[config.mk]
export PLATFORM = sky130hd
export DESIGN_NAME = vc_reset_seq
export DESIGN_NICKNAME = d
export VERILOG_FILES = /design/src/rtl/vc_pkg.sv /design/src/rtl/vc_reset_seq_wdt.sv /design/src/rtl/vc_reset_seq.sv
export SDC_FILE = /design/constraint.sdc
export NUM_CORES = 1
export LEC_CHECK = 0
export BUFFER_PORTS_ARGS = -buffer_cell sky130_fd_sc_hd__buf_2
export CORE_MARGIN = 1.5
export CORE_UTILIZATION = 33
export CTS_BUF_LIST = sky130_fd_sc_hd__clkbuf_8
export CTS_CLUSTER_DIAMETER = 50
export CTS_CLUSTER_SIZE = 25
export DETAILED_ROUTE_END_ITERATION = 10
export SLEW_MARGIN = 10
export SYNTH_ARGS = -nofsm -noshare
export SYNTH_HDL_FRONTEND = slang
export SYNTH_SLANG_ARGS = --single-unit
[constraint.sdc]
create_clock -name clk -period 1.8 [get_ports clk]
set_input_delay 0.36 -clock clk [delete_from_list [all_inputs] [get_ports clk]]
set_output_delay 0.36 -clock clk [all_outputs]
set_load 0.02 [all_outputs]
[src/rtl/vc_pkg.sv]
// Shared definitions for the vc reset/bring-up sequencer: state encoding and
// a counter-width helper.
package vc_pkg;

    typedef enum logic [1:0] {
        ST_HOLD    = 2'd0,
        ST_STRETCH = 2'd1,
        ST_REL     = 2'd2,
        ST_RUN     = 2'd3
    } state_e;

    // Bits needed to hold 0..n-1, never less than one.
    function automatic int unsigned clog2(input int unsigned n);
        int unsigned r;
        r = $clog2(n);
        return (r == 0) ? 1 : r;
    endfunction

endpackage

[src/rtl/vc_reset_seq_wdt.sv]
// Watchdog counter: counts while running, cleared by a kick, and pulses
// timeout_o on the cycle whose edge must re-sequence the design.
module vc_wdt
    import vc_pkg::*;
#(
    parameter int unsigned TIMEOUT = 20
) (
    input  logic clk,
    input  logic reset,
    input  logic run_i,
    input  logic kick_i,
    output logic timeout_o
);

    localparam int unsigned W = clog2(TIMEOUT);

    logic [W-1:0] cnt_q, cnt_d;
    logic         at_limit;

    assign at_limit  = (cnt_q == W'(TIMEOUT - 1));
    assign timeout_o = run_i && at_limit && !kick_i;

    // A kick wins over a timeout landing on the same cycle.
    always_comb begin
        cnt_d = cnt_q + 1'b1;
        if (!run_i || kick_i || at_limit) begin
            cnt_d = '0;
        end
    end

    always_ff @(posedge clk) begin
        if (reset) begin
            cnt_q <= '0;
        end else begin
            cnt_q <= cnt_d;
        end
    end

endmodule

[src/rtl/vc_reset_seq.sv]
// Staged reset release for the vc subsystem: stretch, ordered per-domain
// release, boot-strap capture, run-time heartbeat and optional watchdog.
module vc_reset_seq
    import vc_pkg::*;
#(
    parameter int unsigned NCH         = 3,
    parameter int unsigned STRETCH     = 16,
    parameter int unsigned GAP         = 4,
    parameter int unsigned NSTRAP      = 2,
    parameter int unsigned MAX_COUNT   = 10_000_000,
    parameter int unsigned WDT_TIMEOUT = 0
) (
    input  logic              clk,
    input  logic              reset,
    input  logic              ena,
    input  logic [NSTRAP-1:0] strap,
    input  logic              wdt_kick,
    output logic [NCH-1:0]    rst_out,
    output logic [NSTRAP-1:0] mode,
    output logic              ready,
    output logic              hb,
    output logic              wdt_fired
);

    localparam int unsigned CW = clog2((STRETCH > GAP) ? STRETCH : GAP);
    localparam int unsigned IW = clog2(NCH);
    localparam int unsigned HW = clog2(MAX_COUNT);

    state_e            state_q, state_d;
    logic [CW-1:0]     cnt_q, cnt_d;
    logic [IW-1:0]     idx_q, idx_d;
    logic [HW-1:0]     hb_cnt_q, hb_cnt_d;
    logic [NCH-1:0]    rst_out_q, rst_out_d;
    logic [NSTRAP-1:0] mode_q, mode_d;
    logic              ready_q, ready_d;
    logic              hb_q, hb_d;
    logic              wdt_fired_q, wdt_fired_d;
    logic              wdt_timeout;

    generate
        if (WDT_TIMEOUT > 0) begin : g_wdt
            vc_wdt #(.TIMEOUT(WDT_TIMEOUT)) u_wdt (
                .clk       (clk),
                .reset     (reset),
                .run_i     ((state_q == ST_RUN) && ena),
                .kick_i    (wdt_kick),
                .timeout_o (wdt_timeout)
            );
        end else begin : g_no_wdt
            logic unused_kick;
            assign unused_kick = wdt_kick;
            assign wdt_timeout = 1'b0;
        end
    endgenerate

    always_comb begin
        state_d     = state_q;
        cnt_d       = cnt_q;
        idx_d       = idx_q;
        hb_cnt_d    = hb_cnt_q;
        rst_out_d   = rst_out_q;
        mode_d      = mode_q;
        ready_d     = ready_q;
        hb_d        = hb_q;
        wdt_fired_d = wdt_fired_q;

        // ena low forces HOLD from anywhere but keeps mode and the sticky flag.
        if (!ena) begin
            state_d   = ST_HOLD;
            cnt_d     = '0;
            idx_d     = '0;
            hb_cnt_d  = '0;
            rst_out_d = '1;
            ready_d   = 1'b0;
            hb_d      = 1'b0;
        end else begin
            unique case (state_q)
                ST_HOLD: begin
                    state_d = ST_STRETCH;
                    cnt_d   = '0;
                end
                ST_STRETCH: begin
                    if (cnt_q == CW'(STRETCH - 1)) begin
                        cnt_d        = '0;
                        mode_d       = strap;
                        rst_out_d[0] = 1'b0;
                        if (NCH == 1) begin
                            state_d = ST_RUN;
                            ready_d = 1'b1;
                        end else begin
                            state_d = ST_REL;
                            idx_d   = IW'(1);
                        end
                    end else begin
                        cnt_d = cnt_q + 1'b1;
                    end
                end
                ST_REL: begin
                    if (cnt_q == CW'(GAP - 1)) begin
                        cnt_d = '0;
                        for (int unsigned i = 0; i < NCH; i++) begin
                            if (idx_q == IW'(i)) begin
                                rst_out_d[i] = 1'b0;
                            end
                        end
                        if (idx_q == IW'(NCH - 1)) begin
                            state_d = ST_RUN;
                            ready_d = 1'b1;
                        end else begin
                            idx_d = idx_q + 1'b1;
                        end
                    end else begin
                        cnt_d = cnt_q + 1'b1;
                    end
                end
                ST_RUN: begin
                    if (wdt_timeout) begin
                        state_d     = ST_HOLD;
                        idx_d       = '0;
                        hb_cnt_d    = '0;
                        rst_out_d   = '1;
                        ready_d     = 1'b0;
                        hb_d        = 1'b0;
                        wdt_fired_d = 1'b1;
                    end else if (hb_cnt_q == HW'(MAX_COUNT - 1)) begin
                        hb_cnt_d = '0;
                        hb_d     = ~hb_q;
                    end else begin
                        hb_cnt_d = hb_cnt_q + 1'b1;
                    end
                end
                default: state_d = ST_HOLD;
            endcase
        end
    end

    always_ff @(posedge clk) begin
        if (reset) begin
            state_q     <= ST_HOLD;
            cnt_q       <= '0;
            idx_q       <= '0;
            hb_cnt_q    <= '0;
            rst_out_q   <= '1;
            mode_q      <= '0;
            ready_q     <= 1'b0;
            hb_q        <= 1'b0;
            wdt_fired_q <= 1'b0;
        end else begin
            state_q     <= state_d;
            cnt_q       <= cnt_d;
            idx_q       <= idx_d;
            hb_cnt_q    <= hb_cnt_d;
            rst_out_q   <= rst_out_d;
            mode_q      <= mode_d;
            ready_q     <= ready_d;
            hb_q        <= hb_d;
            wdt_fired_q <= wdt_fired_d;
        end
    end

    assign rst_out   = rst_out_q;
    assign mode      = mode_q;
    assign ready     = ready_q;
    assign hb        = hb_q;
    assign wdt_fired = wdt_fired_q;

endmodule

==> impl_metrics.ini, run 1 <==
[cts]
cts_sinks = 39
cts_tree = yes
cts_buffer_depth = 2
ctsRootBufferMaster = clkbuf_8
postCtsSetupBuffers = 0
clk_latency_ns = 0.29
clk_pin_slew_ns = 0.08
htree_levels = 2
cts_buffers = 5

[floorplanning]
rows = 28
dieWidth_um = 81.6
die_y_um = 81.6
io_pins = 14
start_util_pct = 34.2
die_area_um2 = 6650
core_um2 = 5960

[setup_path]
cp.arrival_ns = 1.91
rrSetupSlack_ns = 0.11
path_buf_inv = 0
end_kind = flip-flop
crit_slowest_cell = or4_4
crit_family = simple AND/OR/NAND/NOR gates
critPathMaxStageDelay_ns = 0.49
crit_chain = nand4_2 -> or3_4 -> or4_4 -> a21oi_2
worstSetupStartpointType = flip-flop
path_class = flip-flop to flip-flop
worstPathMaxFanout = 6
required_ns = 2.03

[status]
outcome = completed

[synth]
synthMuxAreaShare_pct = 2.95
synth_area_um2 = 2040
synth_cell_types = 46
synth_edf_count = 0
yosysWarnings = 0
synthSimpleGateAreaFrac_pct = 31.0
synth-xor-area-share_pct = 5.59
synth-adder-area-share_pct = 5.53
synth_top_family_by_area = simple AND/OR/NAND/NOR gates
yosysSeqAreaShare_pct = 38.3
synth_fp_nets = 257
synth_cells = 242
synth.avg_cell_area_um2 = 8.42
ys_ff_latch = 39
synth_compound_area_share_pct = 11.7
synth-main-ff-cell = dfxtp_1
async_flop_share_pct = 0

[power_and_ir_drop]
p_leak_nw = 0.871
total_power_mw = 1.58
peakVddDrop_v = 0.000408
p_per_area_nw_per_um2 = 653

[sta]
slew_headroom_pct = 65.6
skew_ns = 0.00795
fin_crit_sh_pct = 93.6
rsz0062_at_grt = no
finalMaxSlewViolations = 0
max_freq_mhz = 593
finalSetupViolCount = 0
worstMarginPinSlew_ns = 0.512
finalCriticalPeriod_ns = 1.69
hold_violations = 0

[routing]
vias = 1815
routedWlPerCell_um = 12.5
ant_nets = 0
wl_mm = 4.33
drt_first_pass_iters = 4
drc_errors = 0
viasPerCell = 5.25
initialDrtViolationCount = 91

[grt]
grt_first_pass_wirelength_mm = 7.28
antenna_found_initial = 0
grt_pass1_vias = 1629
grt_usage_pct = 14.1
grt_overflow_total = 0
grt_max_degree = 24

[layout]
final_core_util_pct = 40.6
syn_to_final_growth_pct = 18.6
final_nets = 285
diodes = 0
layout-drive-gt1-share_pct = 21.4
fin_cells = 346

[placed_design]
place_inst = 338
place.gp.congestion = 0.849
dp.final_hpwl_mm = 3.13
port_buffers = 11

[hold_path]
hp-class = input port to flip-flop

[flow_run]
max-cap-violations = 0
logic make-up after synthesis:
logic type               Yosys count
AND/OR/NAND/NOR                  112
AO/OA/AOI/OAI                     39
flip-flops                        39
buffers and inverters             23
XOR/XNOR                          13
adder cells (fa/ha/maj)            9
multiplexers                       6
other                              1
cells in the mapped netlist, types with 3 or more instances:
| library cell | number | area (µm²) |
|---|---|---|
| nor4_1 | 7 | 43.8 |
| and3_1 | 5 | 31.3 |
| nor2_1 | 22 | 82.6 |
| nand3_1 | 18 | 90.1 |
| ha_1 | 9 | 113 |
| xor2_1 | 8 | 70.1 |
| xnor2_1 | 5 | 43.8 |
| mux2i_1 | 6 | 60.1 |
| nand4_1 | 8 | 50.1 |
| buf_2 | 5 | 25.0 |
| dfxtp_1 | 39 | 781 |
| inv_1 | 11 | 41.3 |
| nor3_1 | 5 | 25.0 |
| o21ai_0 | 7 | 35.0 |
| nand2b_1 | 3 | 18.8 |
| or4_1 | 6 | 45.0 |
| a21oi_1 | 18 | 90.1 |
| o31ai_1 | 6 | 45.0 |
| nand2_1 | 16 | 60.1 |
| clkbuf_1 | 5 | 18.8 |
layout by cell type (no fill, tap or decap), types with 11 or more instances in the layout:
cell     synthesis  final
buf_2            5     11
nor2_1          22     22
nand3_1         18     18
nand2_1         16     16
buf_4            1     21
dfxtp_1         39     37
a21oi_1         18     18
inv_1           11     12
metal layers:
metal | track usage, % | routed length, µm
met1 | 19.0 | 2210
met2 | 22.3 | 1960
met3 | 3.33 | 103
met4 | 4.14 | 60
met5 | 0 | 0
registers in the layout (all words and copies together), names as in the netlist:
register  count
state_q       2
rst_out       3
hb_cnt_q     24
hb            1
mode          2
idx_q         2
cnt_q         4
ready         1
path summary, 6_finish.rpt:
kind,startpoint,end,cells after the start
max,hb_cnt_q[11],hb_cnt_q[21],4
min,reset,mode[1],2
max reg2reg,hb_cnt_q[11],hb_cnt_q[21],4
min reg2reg,rst_out[2],rst_out[2],2
repair_timing:
| item | 4_1_cts | 5_1_grt |
|---|---|---|
| setup endpoints to repair | 1 | 26 |
| gates cloned | 0 | 0 |
| pin swaps | 1 | 1 |
| hold buffers | 0 | 0 |
| resized for setup | 1 | 7 |
cell type report:
type / count / area, µm²
Tap cell: 75 / 93.8
Multi-Input combinational cell: 180 / 1180
Clock buffer: 5 / 68.8
Sequential cell: 39 / 783
Clock inverter: 3 / 16.3
Fill cell: 619 / 3540
Inverter: 11 / 41.3
Timing Repair Buffer: 33 / 233
through the flow:
stage          TNS, ns  cell area [µm²]  worst slack, ns  hold WS [ns]
3_5_place_dp         0             2310          0.00564         0.432
4_1_cts              0             2390           0.0474         0.268
3_3_place_gp         0             2310           0.0542         0.429
6_report             0             2420            0.115         0.263
2_1_floorplan  -0.0266             2040         -0.00567         0.432
5_1_grt              0             2420         0.000661         0.272
worst register-to-register path: stages, from the launching register on:
cell and delay [ns]:
dfxtp_1 0.41, nand4_2 0.17, or3_4 0.43, or4_4 0.49, a21oi_2 0.13
power by group:
group / leakage [nW] / internal, mW / switching, mW
clock: 0.0453 / 0.265 / 0.317
sequential: 0.315 / 0.868 / 0.00461
combinational: 0.511 / 0.0548 / 0.0684
No activity file was read; power rests on OpenSTA's default activity.
==> inputs of run 2 (changes only) <==
Clock period 1.8 ns to 1.5 ns, I/O delays scaled along.
==> run 2 against run 1 <==
  * Largest cell class unchanged
  * The run now ends with negative setup slack left
  * Utilization up 9.8 points
  * Critical endpoint is now hb_cnt_q[10]
  * Clock skew is 0.0015 ns higher
  * Via count increased by 7.6%
==> impl_metrics.ini, run 2 (synthesis results as in run 1) <==
[status]
outcome = finished with violations
violations = negative setup slack

[cts]
cts_sinks = 39
cts_buffer_depth = 2
clk_latency_ns = 0.29
clk_pin_slew_ns = 0.08
cts_tree = yes
htree_levels = 2
cts_buffers = 5
ctsRootBufferMaster = clkbuf_8

[setup_path]
reg2reg_to = hb_cnt_q[10]
worstSetupStartpointType = flip-flop
worstPathMaxFanout = 8
r2r-start = hb_cnt_q[0]
reg2regPathDepth = 7
endpoint = hb_cnt_q[10]
rrSetupSlack_ns = -0.09
startpoint = hb_cnt_q[0]
cp.arrival_ns = 1.78
end_kind = flip-flop
path_class = flip-flop to flip-flop
required_ns = 1.69

[floorplanning]
die_y_um = 81.6
dieWidth_um = 81.6
die_area_um2 = 6650
rows = 28
core_um2 = 5960
start_util_pct = 34.2
io_pins = 14

[layout]
fin_cells = 380
fillers = 567
syn_to_final_growth_pct = 47.2
layout-drive-gt1-share_pct = 45.9
regArea_um2 = 818
final_common_cell = buf_4
largest_reg_flops = 24
diodes = 0
final_cell_mix = buf_4 (50), dfxtp_1 (23), nand2_1 (16), nand3_1 (14), nor2_1 (14)
largest-register = hb_cnt_q
multi_input_area_um2 = 1420
final_nets = 319

[grt]
grt_overflow_total = 0
grt_first_pass_wirelength_mm = 8.25
grt_pass1_vias = 1873
antenna_found_initial = 0
grt_usage_pct = 16.0
grt_max_degree = 18

[sta]
finalCriticalPeriod_ns = 1.59
setup_slack_ns = -0.0894
fin_crit_sh_pct = 106
hold_violations = 0
rsz0062_at_grt = yes
finalSetupViolCount = 24
timing.hold.ws_ns = 0.204
skew_ns = 0.00944
max_freq_mhz = 629
finalMaxSlewViolations = 0
tns_ns = -1.64

[placed_design]
place_inst = 362
port_buffers = 11
place.gp.congestion = 0.807
dpl_worst_slack_ns = -0.0821
dp.final_hpwl_mm = 3.49

[routing]
drt_first_pass_iters = 4
wl_mm = 5.24
drc_errors = 0
initialDrtViolationCount = 64
viasPerCell = 5.14
ant_nets = 0
routedWlPerCell_um = 13.8
vias = 1953

[power_and_ir_drop]
peakVddDrop_v = 0.000475
net-switching-power_mw = 0.473
p_int_mw = 1.45
clkPwrFrac_pct = 35.0
p_leak_nw = 1.12
power.share.sequential_pct = 54.1
pwr-share-comb_pct = 10.9
p_per_area_nw_per_um2 = 642
power.share.switching_pct = 24.6
total_power_mw = 1.92

[hold_path]
hp-class = input port to flip-flop

[flow_run]
max-cap-violations = 0
-- run 2: worst max-delay path, stage by stage (launching register included) --
cell and delay [ns]:
dfxtp_2 0.37, ha_1 0.18, and2_4 0.19, nand3_4 0.09, o31ai_4 0.29, buf_12 0.16
clkbuf_16 0.15, nor2_1 0.05
-- run 2: worst min path at each step --
stage / end / startpoint / slack, ns / cells after the start
after floorplan: mode[0] / reset / 0.37 / 1
after global placement: rst_out[1] / rst_out[1] / 0.43 / 2
after detailed placement: rst_out[1] / rst_out[1] / 0.44 / 2
after CTS: mode[1] / reset / 0.20 / 2
after global routing: mode[1] / reset / 0.20 / 2
final: mode[1] / reset / 0.20 / 2
-- run 2: through the flow --
stage	util, %	instance area [µm²]
3_5_place_dp	43.2	2570
3_3_place_gp	43.2	2570
5_1_grt	50.3	3000
6_report	50.3	3000
4_1_cts	46.2	2750
2_1_floorplan	-	2150
-- run 2: power by group through the flow --
stage / registers [mW] / clock network (mW) / logic (mW)
3_5_place_dp: 1.07 / 0 / 0.155
2_1_floorplan: 1.07 / 0 / 0.0968
6_report: 1.04 / 0.674 / 0.209
5_1_grt: 1.04 / 0.749 / 0.225
4_1_cts: 1.04 / 0.696 / 0.173
3_3_place_gp: 1.07 / 0 / 0.151
-- run 2: timing repair --
item                       CTS  global route
buffers inserted             5             3
gates cloned                 0             2
pin swaps                    7            13
setup endpoints to repair   27            33
hold buffers                 0             0
resized for setup           14            41
-- run 2: metal layers --
metal	vias up	track usage, %	wire length (µm)
li1	989	-	-
met1	927	19.0	2350
met3	6	3.33	134
met4	0	6.21	78
met5	-	0	0
met2	31	28.1	2670
-- run 2: layout make-up --
| cell class | count | area share [%] |
|---|---|---|
| tap | 75 | 3.13 |
| inverter | 11 | 1.38 |
| sequential | 39 | 27.3 |
| clock buffer | 5 | 2.30 |
| clock inverter | 3 | 0.417 |
| multi-input combinational | 180 | 47.2 |
| timing repair buffer | 67 | 18.2 |
